`src/rtl/single_port_ram_arb_if.sv`:
```
// Bus bundle between two requesters, the arbiter and a single-port RAM.
//   master : environment side (requesters drive req/we/lock/addr/wdata,
//            RAM drives ram_rdata)
//   slave  : arbiter side (drives gnt, rvalid, rdata and the RAM command)
interface single_port_ram_arb_if #(
    parameter int ADDR_W = 8,
    parameter int DATA_W = 16
);
    logic              req0;
    logic              req1;
    logic              we0;
    logic              we1;
    logic              lock0;
    logic              lock1;
    logic [ADDR_W-1:0] addr0;
    logic [ADDR_W-1:0] addr1;
    logic [DATA_W-1:0] wdata0;
    logic [DATA_W-1:0] wdata1;
    logic              gnt0;
    logic              gnt1;
    logic              rvalid0;
    logic              rvalid1;
    logic [DATA_W-1:0] rdata0;
    logic [DATA_W-1:0] rdata1;
    logic              ram_en;
    logic              ram_we;
    logic [ADDR_W-1:0] ram_addr;
    logic [DATA_W-1:0] ram_wdata;
    logic [DATA_W-1:0] ram_rdata;

    modport master (
        output req0, req1, we0, we1, lock0, lock1,
        output addr0, addr1, wdata0, wdata1,
        input  gnt0, gnt1, rvalid0, rvalid1, rdata0, rdata1,
        input  ram_en, ram_we, ram_addr, ram_wdata,
        output ram_rdata
    );

    modport slave (
        input  req0, req1, we0, we1, lock0, lock1,
        input  addr0, addr1, wdata0, wdata1,
        output gnt0, gnt1, rvalid0, rvalid1, rdata0, rdata1,
        output ram_en, ram_we, ram_addr, ram_wdata,
        input  ram_rdata
    );
endinterface

```
`src/rtl/single_port_ram_arb.sv`:
```
// Two-requester arbiter in front of a single-port RAM with one-cycle read
// latency. Round-robin arbitration with optional lock (ownership kept across
// accesses). Grants are combinational; the RAM command is registered one
// cycle after the grant and read data returns two cycles after the grant.
//
// Ports:
//   clk  : system clock, rising edge
//   rst  : synchronous reset, active low
//   bus  : single_port_ram_arb_if.slave (requester handshakes, read return,
//          RAM command and RAM read data)
//
// state | meaning
// ------+---------------------------------------------
// RR    | round-robin between requesters, prio picks on contention
// OWN0  | locked to requester 0, requester 1 held off
// OWN1  | locked to requester 1, requester 0 held off
module single_port_ram_arb #(
    parameter int ADDR_W = 8,
    parameter int DATA_W = 16
) (
    input logic                  clk,
    input logic                  rst,
    single_port_ram_arb_if.slave bus
);

    typedef enum logic [1:0] {
        ST_RR   = 2'd0,
        ST_OWN0 = 2'd1,
        ST_OWN1 = 2'd2
    } arb_state_t;

    arb_state_t        state_q;
    arb_state_t        state_d;
    logic              prio_q;      // 0 = requester 0 wins on contention
    logic              prio_d;
    logic              gnt0_c;
    logic              gnt1_c;

    logic              ram_en_q;
    logic              ram_we_q;
    logic [ADDR_W-1:0] ram_addr_q;
    logic [DATA_W-1:0] ram_wdata_q;

    // Read return tracking: stage 1 lines up with the RAM command, stage 2
    // with the RAM read data.
    logic              rd_v1_q;
    logic              rd_o1_q;
    logic              rd_v2_q;
    logic              rd_o2_q;

    always_comb begin
        gnt0_c  = 1'b0;
        gnt1_c  = 1'b0;
        state_d = state_q;
        prio_d  = prio_q;

        if (rst) begin
            case (state_q)
                ST_RR: begin
                    if (bus.req0 && (!bus.req1 || !prio_q)) begin
                        gnt0_c = 1'b1;
                    end else if (bus.req1) begin
                        gnt1_c = 1'b1;
                    end
                end
                ST_OWN0: begin
                    if (bus.req0) begin
                        gnt0_c = 1'b1;
                    end else begin
                        // Owner went away: release the lock.
                        state_d = ST_RR;
                        prio_d  = 1'b1;
                    end
                end
                ST_OWN1: begin
                    if (bus.req1) begin
                        gnt1_c = 1'b1;
                    end else begin
                        state_d = ST_RR;
                        prio_d  = 1'b0;
                    end
                end
                default: state_d = ST_RR;
            endcase

            // Any grant hands priority to the other side; lock decides
            // whether ownership is kept.
            if (gnt0_c) begin
                prio_d  = 1'b1;
                state_d = bus.lock0 ? ST_OWN0 : ST_RR;
            end
            if (gnt1_c) begin
                prio_d  = 1'b0;
                state_d = bus.lock1 ? ST_OWN1 : ST_RR;
            end
        end
    end

    always_ff @(posedge clk) begin
        if (!rst) begin
            state_q     <= ST_RR;
            prio_q      <= 1'b0;
            ram_en_q    <= 1'b0;
            ram_we_q    <= 1'b0;
            ram_addr_q  <= '0;
            ram_wdata_q <= '0;
            rd_v1_q     <= 1'b0;
            rd_o1_q     <= 1'b0;
            rd_v2_q     <= 1'b0;
            rd_o2_q     <= 1'b0;
        end else begin
            state_q  <= state_d;
            prio_q   <= prio_d;
            ram_en_q <= gnt0_c | gnt1_c;
            ram_we_q <= (gnt0_c & bus.we0) | (gnt1_c & bus.we1);
            if (gnt0_c) begin
                ram_addr_q  <= bus.addr0;
                ram_wdata_q <= bus.wdata0;
            end else if (gnt1_c) begin
                ram_addr_q  <= bus.addr1;
                ram_wdata_q <= bus.wdata1;
            end
            rd_v1_q <= (gnt0_c & ~bus.we0) | (gnt1_c & ~bus.we1);
            rd_o1_q <= gnt1_c;
            rd_v2_q <= rd_v1_q;
            rd_o2_q <= rd_o1_q;
        end
    end

    assign bus.gnt0      = gnt0_c;
    assign bus.gnt1      = gnt1_c;
    assign bus.ram_en    = ram_en_q;
    assign bus.ram_we    = ram_we_q;
    assign bus.ram_addr  = ram_addr_q;
    assign bus.ram_wdata = ram_wdata_q;
    assign bus.rvalid0   = rd_v2_q & ~rd_o2_q;
    assign bus.rvalid1   = rd_v2_q &  rd_o2_q;
    // Read data goes straight through; rvalidN is the only qualifier.
    assign bus.rdata0    = bus.ram_rdata;
    assign bus.rdata1    = bus.ram_rdata;

endmodule

```
`src/flat_wrapper.sv`:
```
// flat-port wrapper written by rule: the top's interface ports become plain ports
module single_port_ram_arb_flat 
#(
    parameter int ADDR_W = 8,
    parameter int DATA_W = 16
)
  (clk, rst, bus_req0, bus_req1, bus_we0, bus_we1, bus_lock0, bus_lock1, bus_addr0, bus_addr1, bus_wdata0, bus_wdata1, bus_gnt0, bus_gnt1, bus_rvalid0, bus_rvalid1, bus_rdata0, bus_rdata1, bus_ram_en, bus_ram_we, bus_ram_addr, bus_ram_wdata, bus_ram_rdata);
  single_port_ram_arb_if #(.ADDR_W(ADDR_W), .DATA_W(DATA_W)) bus_i ();
  input logic clk;
  input logic rst;
  input wire logic [$bits(bus_i.req0)-1:0] bus_req0;
  input wire logic [$bits(bus_i.req1)-1:0] bus_req1;
  input wire logic [$bits(bus_i.we0)-1:0] bus_we0;
  input wire logic [$bits(bus_i.we1)-1:0] bus_we1;
  input wire logic [$bits(bus_i.lock0)-1:0] bus_lock0;
  input wire logic [$bits(bus_i.lock1)-1:0] bus_lock1;
  input wire logic [$bits(bus_i.addr0)-1:0] bus_addr0;
  input wire logic [$bits(bus_i.addr1)-1:0] bus_addr1;
  input wire logic [$bits(bus_i.wdata0)-1:0] bus_wdata0;
  input wire logic [$bits(bus_i.wdata1)-1:0] bus_wdata1;
  output wire logic [$bits(bus_i.gnt0)-1:0] bus_gnt0;
  output wire logic [$bits(bus_i.gnt1)-1:0] bus_gnt1;
  output wire logic [$bits(bus_i.rvalid0)-1:0] bus_rvalid0;
  output wire logic [$bits(bus_i.rvalid1)-1:0] bus_rvalid1;
  output wire logic [$bits(bus_i.rdata0)-1:0] bus_rdata0;
  output wire logic [$bits(bus_i.rdata1)-1:0] bus_rdata1;
  output wire logic [$bits(bus_i.ram_en)-1:0] bus_ram_en;
  output wire logic [$bits(bus_i.ram_we)-1:0] bus_ram_we;
  output wire logic [$bits(bus_i.ram_addr)-1:0] bus_ram_addr;
  output wire logic [$bits(bus_i.ram_wdata)-1:0] bus_ram_wdata;
  input wire logic [$bits(bus_i.ram_rdata)-1:0] bus_ram_rdata;
  assign bus_i.req0 = bus_req0;
  assign bus_i.req1 = bus_req1;
  assign bus_i.we0 = bus_we0;
  assign bus_i.we1 = bus_we1;
  assign bus_i.lock0 = bus_lock0;
  assign bus_i.lock1 = bus_lock1;
  assign bus_i.addr0 = bus_addr0;
  assign bus_i.addr1 = bus_addr1;
  assign bus_i.wdata0 = bus_wdata0;
  assign bus_i.wdata1 = bus_wdata1;
  assign bus_gnt0 = bus_i.gnt0;
  assign bus_gnt1 = bus_i.gnt1;
  assign bus_rvalid0 = bus_i.rvalid0;
  assign bus_rvalid1 = bus_i.rvalid1;
  assign bus_rdata0 = bus_i.rdata0;
  assign bus_rdata1 = bus_i.rdata1;
  assign bus_ram_en = bus_i.ram_en;
  assign bus_ram_we = bus_i.ram_we;
  assign bus_ram_addr = bus_i.ram_addr;
  assign bus_ram_wdata = bus_i.ram_wdata;
  assign bus_i.ram_rdata = bus_ram_rdata;
  single_port_ram_arb #(.ADDR_W(ADDR_W), .DATA_W(DATA_W)) u_core (.clk(clk), .rst(rst), .bus(bus_i));
endmodule
```
`config.mk`:
```
export PLATFORM = sky130hd
export DESIGN_NAME = single_port_ram_arb_flat
export DESIGN_NICKNAME = d
export VERILOG_FILES = /design/src/rtl/single_port_ram_arb_if.sv /design/src/rtl/single_port_ram_arb.sv /design/src/flat_wrapper.sv
export SDC_FILE = /design/constraint.sdc
export NUM_CORES = 1
export LEC_CHECK = 0
export CORE_MARGIN = 8
export CORE_UTILIZATION = 35
export DETAILED_ROUTE_END_ITERATION = 8
export PLACE_DENSITY = 0.85
export SLEW_MARGIN = 40
export SYNTH_ARGS = -nofsm -noshare
export SYNTH_HDL_FRONTEND = slang
export SYNTH_SLANG_ARGS = --single-unit
```
`constraint.sdc`:
```
create_clock -name clk -period 2.73 [get_ports clk]
set_input_delay 0.546 -clock clk [delete_from_list [all_inputs] [get_ports clk]]
set_output_delay 0.546 -clock clk [all_outputs]
set_load 0.005 [all_outputs]
```
Word level (Yosys, flattened, before mapping)
Cells that the tools add are included.
- input bits: 72
- word-level logic and storage cells: 65
- register bits: 33
- muxes and demuxes: 25
- bitwise gates (word level): 13
- equal/unequal tests: 7
- reductions and logical operators: 10
- operators with widths (operator ; count):
    16-bit two-way mux ; 2
    8-bit two-way mux ; 2
    1-bit two-way mux ; 12
    2-bit two-way mux ; 5
    4-bit by 2-bit != test with 1-bit output (second input constant) ; 2
    1-bit bitwise AND ; 6
    3-bit by 2-bit != test with 1-bit output (second input constant) ; 2
    1-bit one-hot mux with 2 select lines ; 3
    2-bit one-hot mux with 3 select lines ; 1
    3-bit AND reduction ; 2
    1-bit NOT ; 4
    3-bit by 1-bit != test with 1-bit output (second input constant) ; 1
    1-bit OR ; 3
    3-bit nonzero test ; 1
    2-bit by 1-bit == test with 1-bit output (second input constant) ; 1
    2-bit == test (second input constant) ; 1
    1-bit logical NOT ; 2
    2-bit logical NOT ; 1
    2-bit nonzero test ; 1
    2-bit OR reduction ; 1
    1-bit logical AND ; 1
    1-bit logical OR ; 1

Depth between registers and ports, before layout
- depth after elaboration: 9
- mapped depth: 8

Least setup slack after synthesis
Ideal clock, no wire load.
- path kind: reg2out
- start: register u_core.state_q[0]
- end: output bus_gnt1
- stages on the path, launching flop included: 8
- path buffers: 1
- setup slack: 0.840 ns
- data required time: 2.184 ns
- arrival: 1.344 ns
- path through: dfxtp_1 > inv_1 > ha_1 > or3b_1 > and2_4 > buf_6 > nand2_4 > inv_2
- longest elaborated chain between the ends: 4
- RTL lines (item ; line ; source):
    start, declared ; single_port_ram_arb.sv:32 ; arb_state_t state_q;
    start signal, assigned ; single_port_ram_arb.sv:112 ; state_q <= state_d;
    2-bit == test / 2-bit logical NOT (equally long branches) ; single_port_ram_arb.sv:58 ; case (state_q)
    1-bit one-hot mux with 2 select lines * ; single_port_ram_arb.sv:58 ;
    1-bit two-way mux * (2 in a row) ; single_port_ram_arb.sv:57 ; if (rst) begin
    end, declared ; flat_wrapper.sv:22 ; output wire logic [$bits(bus_i.gnt1)-1:0] bus_gnt1;
Every way passes the cells marked *; elsewhere a longest branch is shown, timed or not. The select of a mux whose other input is x is not followed.

Worst setup path in the final report
- start: input bus_req0
- end: output bus_gnt1
- longest elaborated chain between the ends: 5
- RTL lines (item ; line ; source):
    start, declared ; flat_wrapper.sv:11 ; input wire logic [$bits(bus_i.req0)-1:0] bus_req0;
    1-bit logical AND ; single_port_ram_arb.sv:60 ; if (bus.req0 && (!bus.req1 || !prio_q)) begin
    1-bit two-way mux ; single_port_ram_arb.sv:60 ;
    1-bit one-hot mux with 2 select lines ; single_port_ram_arb.sv:58 ;
    1-bit two-way mux (2 in a row) ; single_port_ram_arb.sv:57 ;
Every way passes these cells. The select of a mux whose other input is x is not followed.

==> results by group <==
Worst setup path
  • Crit-path max cell delay: 480 ps
  • CP Data Required Time: 2180 ps
  • Nature of the critical path startpoint: input pin
  • Setup crit end kind: output pin
  • Setup CP Type: in -> out
  • WP data arrival: 2140 ps
  • Reg2reg start: u_core.state_q[0]
  • CP most frequent cell: clkdlybuf4s50_1
  • Critical Path, Cell by Cell: clkdlybuf4s50_1 -> or3b_4 -> and2_4 -> nand2_4 -> inv_2 -> clkdlybuf4s50_1
  • Worst r2r dst: u_core.state_q[1]
  • Worst Reg-to-Reg Cells: 6
  • Slowest CP cell: clkdlybuf4s50_1
  • Max Fanout on Critical Path: 4
  • Reg-to-reg setup timing slack: 880 ps

Clocking
  • Clock input transition at the sequential cells of the worst setup and hold paths: 60 ps
  • CTS Buffer Depth: 2
  • CTS Buf Count: 5
  • Worst skew pair latency: 280 ps
  • CTS Sinks: 33
  • CTS Hold Bufs: 0
  • Root buf cell: clkbuf_8
  • H-tree depth: 2
  • CTS tree: yes

Yosys
  • Most used DFF post-synth: dfxtp_1
  • YS warnings: 0
  • Mean post-synth cell area: 8.004 sq um
  • Asr flop ratio synth: 0%
  • Synth unique cells: 30
  • Syn Inst Count: 209
  • Syn_nets: 284
  • FF+latch count, synth: 33
  • Seq/Total Area, Yosys: 39.49%
  • Post-synth EDFFs: 0
  • Cell Area, Synth: 0.001673 sq mm

Hold path
  • Hold Crit Depth: 1
  • Hold crit path type: reg -> reg
  • Hold Path Origin: u_core.rd_o1_q
  • WHS Endpoint: u_core.rd_o2_q

Finish
  • Most frequent cells in the layout: 85 x clkdlybuf4s50_1, 52 x nand2_1, 33 x dfxtp_1, 24 x a31oi_1, 22 x o21ai_0
  • Non-filler cells, final: 315
  • Share of post-route cells with drive strength above 1: 6.513%
  • # diodes: 0
  • Final #Nets: 336
  • Most common cell after layout, fill and taps aside: clkdlybuf4s50_1
  • Layout area overhead: 43.38%

Timing
  • Fin Hold WS: 430.2 ps
  • Worst slew pin tran: 527.8 ps
  • Final hold violations: 0
  • Setup ws final: 43.84 ps
  • Rel. slew slack: 64.69%
  • # setup viols final: 0
  • Achievable Freq: 372.3 MHz
  • Final setup TNS: 0 ps
  • Fin crit period: 2686 ps
  • Fin crit share: 98.39%
  • Pins Over Slew Limit: 0
  • Clk_skew: 5.714 ps

Global route
  • Total GRT Usage: 12.64%
  • Pin count of the biggest net entering global routing: 51
  • Number of global-route vias before repair: 1568
  • Initial antenna violation count: 0
  • Global-route wire length before repair: 7493 microns
  • Total grt overflow: 0

Route
  • Initial DRC Count: 92
  • Antenna-violating nets left: 0
  • Vias: 1559
  • Routed WL per cell: 14.57 microns
  • Avg Vias per Cell: 4.949
  • Drt pass-1 iters: 4
  • WL final: 4588 microns
  • DRC: 0

Power
  • Leakage: 0.9015 nW
  • Power Dens Cells: 524.7 mW/mm^2
  • Total power: 1.259 mW
  • Peak supply drop: 255.1 uV

Floorplanning
  • Starting Density: 35.89%
  • Row count: 25
  • Die area: 0.007248 sq mm
  • IO Count: 134
  • Die width: 85.14 microns
  • Die height: 85.14 microns
  • Core region area: 0.004661 sq mm

Outcome
  • Status: complete, no violations

Placed design
  • Hpwl dp: 3438 microns
  • IO Port Bufs: 85
  • Pre-CTS setup slack: 52.88 ps
  • Placed Instances: 308
  • RePlAce Congestion: 0.8112

Flow run
  • Maxcap violations: 0
per-layer routing:
metal	wire length (microns)	GRT usage (%)	up-vias
met5	0	0	-
met4	70	7.120	0
met3	336	3.764	6
met2	2335	21.80	52
met1	1846	13.41	724
li1	-	-	777
registers in the layout (all words and copies together) (netlist names):
signal	cells
u_core.bus.ram_addr	8
u_core.bus.ram_en	1
u_core.bus.ram_wdata	16
u_core.bus.ram_we	1
u_core.prio_q	1
u_core.rd_o1_q	1
u_core.rd_o2_q	1
u_core.rd_v1_q	1
u_core.rd_v2_q	1
u_core.state_q	2
synthesized netlist by cell type (2+ instances only):
cell / number / area share [%]
o21a_1: 2 / 0.90
a31oi_1: 24 / 9.0
inv_1: 4 / 0.90
clkbuf_1: 6 / 1.3
and2_1: 3 / 1.1
nand3_1: 2 / 0.60
buf_4: 32 / 14
o21ai_1: 3 / 0.90
ha_1: 3 / 2.2
nand2_1: 52 / 12
a21oi_1: 2 / 0.60
o21ai_0: 22 / 6.6
dfxtp_1: 33 / 39
buf_6: 5 / 3.4
through the flow:
step | utilization [%] | area, sq um
floorplan | - | 1673
global placement | 49.56 | 2310
detailed placement | 49.56 | 2310
CTS | 51.41 | 2396
global route | 51.46 | 2399
finish | 51.46 | 2399
cell families (layout without fill, tap and decap cells):
logic type      after synthesis  after routing  synth area share (%)
compound gates               59             59                 20.94
fa+ha+maj                     3              3                 2.244
buf+inv                      50            102                 20.72
flops                        33             33                 39.49
simple gates                 64             64                 16.61
what timing repair did:
item	CTS	global route
gates resized for setup	0	1
endpoints found under the hold margin	0	0
endpoints found under the setup margin	0	1
buffers inserted	0	0
how the worst max path moves through the flow:
stage,slack (ps),cells after the start,endpoint,from
global placement,60,6,bus_gnt1,bus_req0
floorplan,840,7,bus_gnt1,u_core.state_q[0]
global route,-7,6,bus_gnt1,bus_req0
CTS,40,6,bus_gnt1,bus_req0
detailed placement,50,6,bus_gnt1,bus_req0
finish,40,6,bus_gnt1,bus_req0
final cells by class:
class                   instances  area [sq um]
fillers                       453          2262
repair buffers                 90         888.4
multi-input cells             126         676.9
flip-flops and latches         33         660.6
clock buffers                   7         86.33
well taps                      54         67.56
inverters                       5         18.77
critical path: cells and delay by family:
| kind | cells | cell delay (ps) |
|---|---|---|
| buf+inv | 3 | 960 |
| simple gates | 3 | 630 |
power by group:
part | total, mW | internal [mW] | switching, mW
clock | 0.360 | 0.200 | 0.160
sequential | 0.558 | 0.534 | 0.0239
combinational | 0.341 | 0.202 | 0.139
total | 1.26 | 0.935 | 0.323
Power figures use the tool's default switching activity.
==> edit 1, RTL diff (same settings) <==
`DATA_W` is set to 16 in 3 places; all go to 32.
--- a/src/rtl/single_port_ram_arb_if.sv
+++ b/src/rtl/single_port_ram_arb_if.sv
@@ -4,7 +4,7 @@
 //   slave  : arbiter side (drives gnt, rvalid, rdata and the RAM command)
 interface single_port_ram_arb_if #(
     parameter int ADDR_W = 8,
-    parameter int DATA_W = 16
+    parameter int DATA_W = 32
 );
     logic              req0;
     logic              req1;
--- a/src/rtl/single_port_ram_arb.sv
+++ b/src/rtl/single_port_ram_arb.sv
@@ -16,7 +16,7 @@
 // OWN1  | locked to requester 1, requester 0 held off
 module single_port_ram_arb #(
     parameter int ADDR_W = 8,
-    parameter int DATA_W = 16
+    parameter int DATA_W = 32
 ) (
     input logic                  clk,
     input logic                  rst,
--- a/src/flat_wrapper.sv
+++ b/src/flat_wrapper.sv
@@ -2,7 +2,7 @@
 module single_port_ram_arb_flat 
 #(
     parameter int ADDR_W = 8,
-    parameter int DATA_W = 16
+    parameter int DATA_W = 32
 )
   (clk, rst, bus_req0, bus_req1, bus_we0, bus_we1, bus_lock0, bus_lock1, bus_addr0, bus_addr1, bus_wdata0, bus_wdata1, bus_gnt0, bus_gnt1, bus_rvalid0, bus_rvalid1, bus_rdata0, bus_rdata1, bus_ram_en, bus_ram_we, bus_ram_addr, bus_ram_wdata, bus_ram_rdata);
   single_port_ram_arb_if #(.ADDR_W(ADDR_W), .DATA_W(DATA_W)) bus_i ();
Ports: changed (6 resized); port bits go from 134 to 230. No check against the original RTL was run, so the function may have changed too.
==> edit 1 against the unedited design <==
- worst setup slack improved by 130 ps
- non-clock buffer count rose by 52
- total power is 42% higher
- wire length grew 75%
- sequential cell count rose by 16
- final area is 49% higher
- global-route usage is 1.8 points higher
- clock skew shrank 0.95 ps
- combinational power is 55% higher
- area after synthesis up 54%
- hold slack improved by 16 ps
- cell count up 57%
- largest cell class unchanged
==> edit 1: results (changes against the unedited design) <==
[yosys]
ys_ff_latch=49  ; +48%
ys_top_cells_by_count=nand2_1, buf_4, dfxtp_1, o21ai_0, a31oi_1
ys_seq_area_share_pct=38.1  ; -1.4 points
synthCells=331  ; +58%
synthesis.nets=454  ; +60%
synth_top_flop_cell=dfxtp_1
synthTopCellsByArea=dfxtp_1, buf_4, nand2_1, a31oi_1, o21ai_0
ys_types=27  ; -10%
yosys_warnings=0  ; unchanged

[cells_and_area]
multiInputGateArea_um2=963  ; +42%
nets=516  ; +54%
largest_register_ff_count=32  ; +16
final-nonclk-buf-share_pct=39.3  ; +2.3 points
nonClockBufferCount=142  ; +58%
fillers=671  ; +48%
clockBufferCount=6  ; -1
final-clk-cell-share_pct=2.44  ; -1.2 points
ff_latch_area_um2=981  ; +48%
multi_input_gates=190  ; +51%
drive_above_1_share_pct=5.33  ; -1.2 points

[grt]
grt_use_met2_pct=24.6  ; +2.8 points
grt_start_max_net_pins=83  ; +63%
grt_pass1_wl_mm=12.0  ; +60%
grt_use_met3_pct=5.64  ; +1.9 points
grt_use_met1_pct=15.6  ; +2.2 points
grt_pass1_vias=2420  ; +54%
grt_usage_pct=14.5  ; +1.8 points

[outcome]
status=complete, no violations

[critical_path]
r2r_slack_ps=550  ; -330 ps
worst_r2r_endpoint=u_core.bus.ram_addr[3]
worstPathArrival_ps=2010  ; -130 ps
slowest_stage=clkdlybuf4s50_1
crit_path_max_fanout=2  ; -2
r2r_cells=7  ; +1
crit_end=bus_gnt1

[detailed_routing]
first_iter_violations=72  ; -22%
wl_met1_mm=3.13  ; +70%
top_layer=met4
first_pass_iters=4  ; unchanged
wl_mm=8.02  ; +75%
routed-wl-met2_mm=3.74  ; +60%
route.met3.wl_um=898  ; +170%
viasPerCell=4.90  ; -0.98%
via_count=2416  ; +55%

[power_and_ir_drop]
ir_drop_uv=205  ; -20%
p_leak_uw=0.00132  ; +46%

[place]
routabilityCongestion=0.810  ; -0.21%
portBuffers=133  ; +56%
dpl.cell_count=485  ; +57%
hpwl_mm=6.00  ; +75%

[sta]
worst_pin_slew_ps=709  ; +182 ps
holdWs_ps=447  ; +16.3 ps
skew_ps=4.77  ; -0.946 ps

[cts]
insertion_delay_ps=300  ; +20 ps
cts.clk_slew.worst_paths_ps=90  ; +30 ps
htreeDepth=2  ; unchanged
ctsResizeCount=1  ; +1

-- edit 1: cell count changes after synthesis, moves of 9 or more --
cell and delta:
nand2_1 +32, buf_2 +9, dfxtp_1 +16, o21ai_0 +19
a31oi_1 +16, buf_4 +32
-- edit 1: report_power, final --
part / leakage (uW) / switching (uW) / internal [uW]
logic: 0.000873 / 215 / 312
registers: 0.000405 / 39.2 / 793
clock network: 0.0000374 / 248 / 181
total: 0.00132 / 503 / 1290
-- edit 1: logic make-up after synthesis --
logic type	synth area share [%]
AO/OA/AOI/OAI	20.4
adder cells (fa/ha/maj)	1.46
buffers and inverters	24.7
flip-flops	38.1
AND/OR/NAND/NOR	15.4
-- edit 1: per-stage QoR --
step           setup WS [ps]  instance area, um2
6_report                 177                3580
5_1_grt                 45.1                3580
4_1_cts                  144                3580
3_5_place_dp           0.442                3490
3_3_place_gp            12.7                3490
2_1_floorplan            836                2570
==> edit 2, RTL diff (same settings) <==
Without the edit above. Re-encode `arb_state_t` (3 states) as one-hot, 3 bits wide.
--- a/src/rtl/single_port_ram_arb.sv
+++ b/src/rtl/single_port_ram_arb.sv
@@ -23,10 +23,10 @@
     single_port_ram_arb_if.slave bus
 );
 
-    typedef enum logic [1:0] {
-        ST_RR   = 2'd0,
-        ST_OWN0 = 2'd1,
-        ST_OWN1 = 2'd2
+    typedef enum logic [2:0] {
+        ST_RR   = 3'b001,
+        ST_OWN0 = 3'b010,
+        ST_OWN1 = 3'b100
     } arb_state_t;
 
     arb_state_t        state_q;
Function: same outputs for any inputs over 10 cycles, from zero or initial values and one cycle with rst low; not proved beyond that.
==> edit 2 against the unedited design <==
- wire length grew 30%
- fmax grew 5.3%
- final area grew 10%
- area after synthesis grew 14%
- combinational power grew 23%
- count of clock-buffer cells in the layout shrank 2
- sequential cell count grew 1
- total power grew 16%
- critical path depth shrank 1
- worst setup slack gained 130 ps
- critical path type unchanged
- largest cell class unchanged
==> edit 2: results (changes against the unedited design) <==
[cts]
numCtsBuffers=5  ; unchanged
insertion_delay_ps=280  ; about the same
cts.clk_slew.worst_paths_ps=80  ; +20 ps

[sta]
slew_headroom_pct=65.7  ; +1.0 points
skew_ps=6.98  ; +1.27 ps

[detailed_routing]
route.met3.wl_um=462  ; +38%
via_count=1858  ; +19%
wl_mm=5.98  ; +30%
routed-wl-met2_mm=2.97  ; +27%
wl_per_cell_um=17.6  ; +21%
first_iter_violations=135  ; +47%

[grt]
grt_pass1_wl_mm=9.14  ; +22%
grt_pass1_vias=1903  ; +21%
grt_start_max_net_pins=29  ; -43%
grt_usage_pct=14.7  ; +2.1 points

[yosys]
synthCells=222  ; +6.2%
synthesis.nets=294  ; +3.5%
ys_types=30  ; unchanged
yosys_warnings=0  ; unchanged
synthTopCellsByArea=dfxtp_1, buf_4, o31ai_1, a31oi_1, nand3_1
ys_top_cells_by_count=buf_4, dfxtp_1, o31ai_1, nand3_1, a31oi_1
ys_seq_area_share_pct=35.8  ; -3.7 points

[cells_and_area]
nets=339  ; +0.89%
largest_register_ff_count=16  ; unchanged
drive_above_1_share_pct=8.96  ; +2.4 points

[place]
dpl.cell_count=332  ; +7.8%
routabilityCongestion=0.780  ; -3.8%
hpwl_mm=4.21  ; +23%

[critical_path]
crit_path_max_fanout=3  ; -1
worstPathArrival_ps=2010  ; -130 ps

[power_and_ir_drop]
ir_drop_uv=206  ; -19%
p_leak_uw=0.000928  ; +3.0%

[outcome]
status=complete, no violations

==> edit 2: cell count changes after synthesis, moves of 3 or more <==
cell,unedited run,this run
o21ai_0,22,14
buf_4,32,37
inv_1,4,0
o31ai_1,0,25
buf_2,1,4
nand2_1,52,2
o21ai_1,3,11
nand2b_1,1,4
and3_1,0,5
nand3_1,2,24
ha_1,3,0
==> edit 2: worst max-delay path, cell delays in order <==
cell and delay [ps]:
clkdlybuf4s50_1 450, and2b_4 200, o21ai_4 110, and3_1 190, clkdlybuf4s50_1 510
==> edit 2: logic make-up after synthesis <==
logic type / synth area share, %
AOI/OAI and AO/OA: 28.5
buffers and inverters: 19.9
DFF: 35.8
and+or+nand+nor: 15.8
==> edit 2: area by class of cell <==
cell class / instances / area, um2
fill: 516 / 2730
timing repair buffer: 92 / 916
multi-input combinational: 134 / 845
sequential: 34 / 681
tap: 72 / 90.1
clock buffer: 5 / 68.8
clock inverter: 3 / 45.0
==> edit 2: metrics by stage <==
| step | setup WS (ps) | hold WS, ps | instance area [um2] | utilization, % |
|---|---|---|---|---|
| after detailed placement | 187 | 434 | 2530 | 47.1 |
| after global routing | 87.9 | 461 | 2650 | 49.2 |
| after global placement | 205 | 415 | 2530 | 47.1 |
| after floorplan | 1030 | 412 | 1900 | - |
| after CTS | 180 | 452 | 2650 | 49.2 |
| final | 178 | 448 | 2650 | 49.2 |
==> edit 2: final timing paths <==
path	from	slack, ps	end	cells after the start
worst max-delay path	bus_req0	180	bus_gnt1	5
worst min register to register	u_core.rd_v1_q	450	u_core.rd_v2_q	1
worst min-delay path	u_core.rd_v1_q	450	u_core.rd_v2_q	1
worst max register to register	u_core.state_q[0]	870	u_core.bus.ram_wdata[14]	6
==> edit 2: layer usage <==
layer / GRT usage, % / vias to the layer above
li1: - / 874
met1: 16.2 / 880
met2: 25.3 / 75
met3: 3.82 / 29
met4: 7.85 / 0
met5: 0 / -
==> edit 2: power breakdown <==
part / internal (uW) / switching (uW) / total [uW] / leakage [uW]
Combinational: 226 / 192 / 418 / 0.000597
Sequential: 549 / 26.2 / 575 / 0.000281
Clock: 272 / 197 / 469 / 0.0000504
Total: 1050 / 415 / 1460 / 0.000928
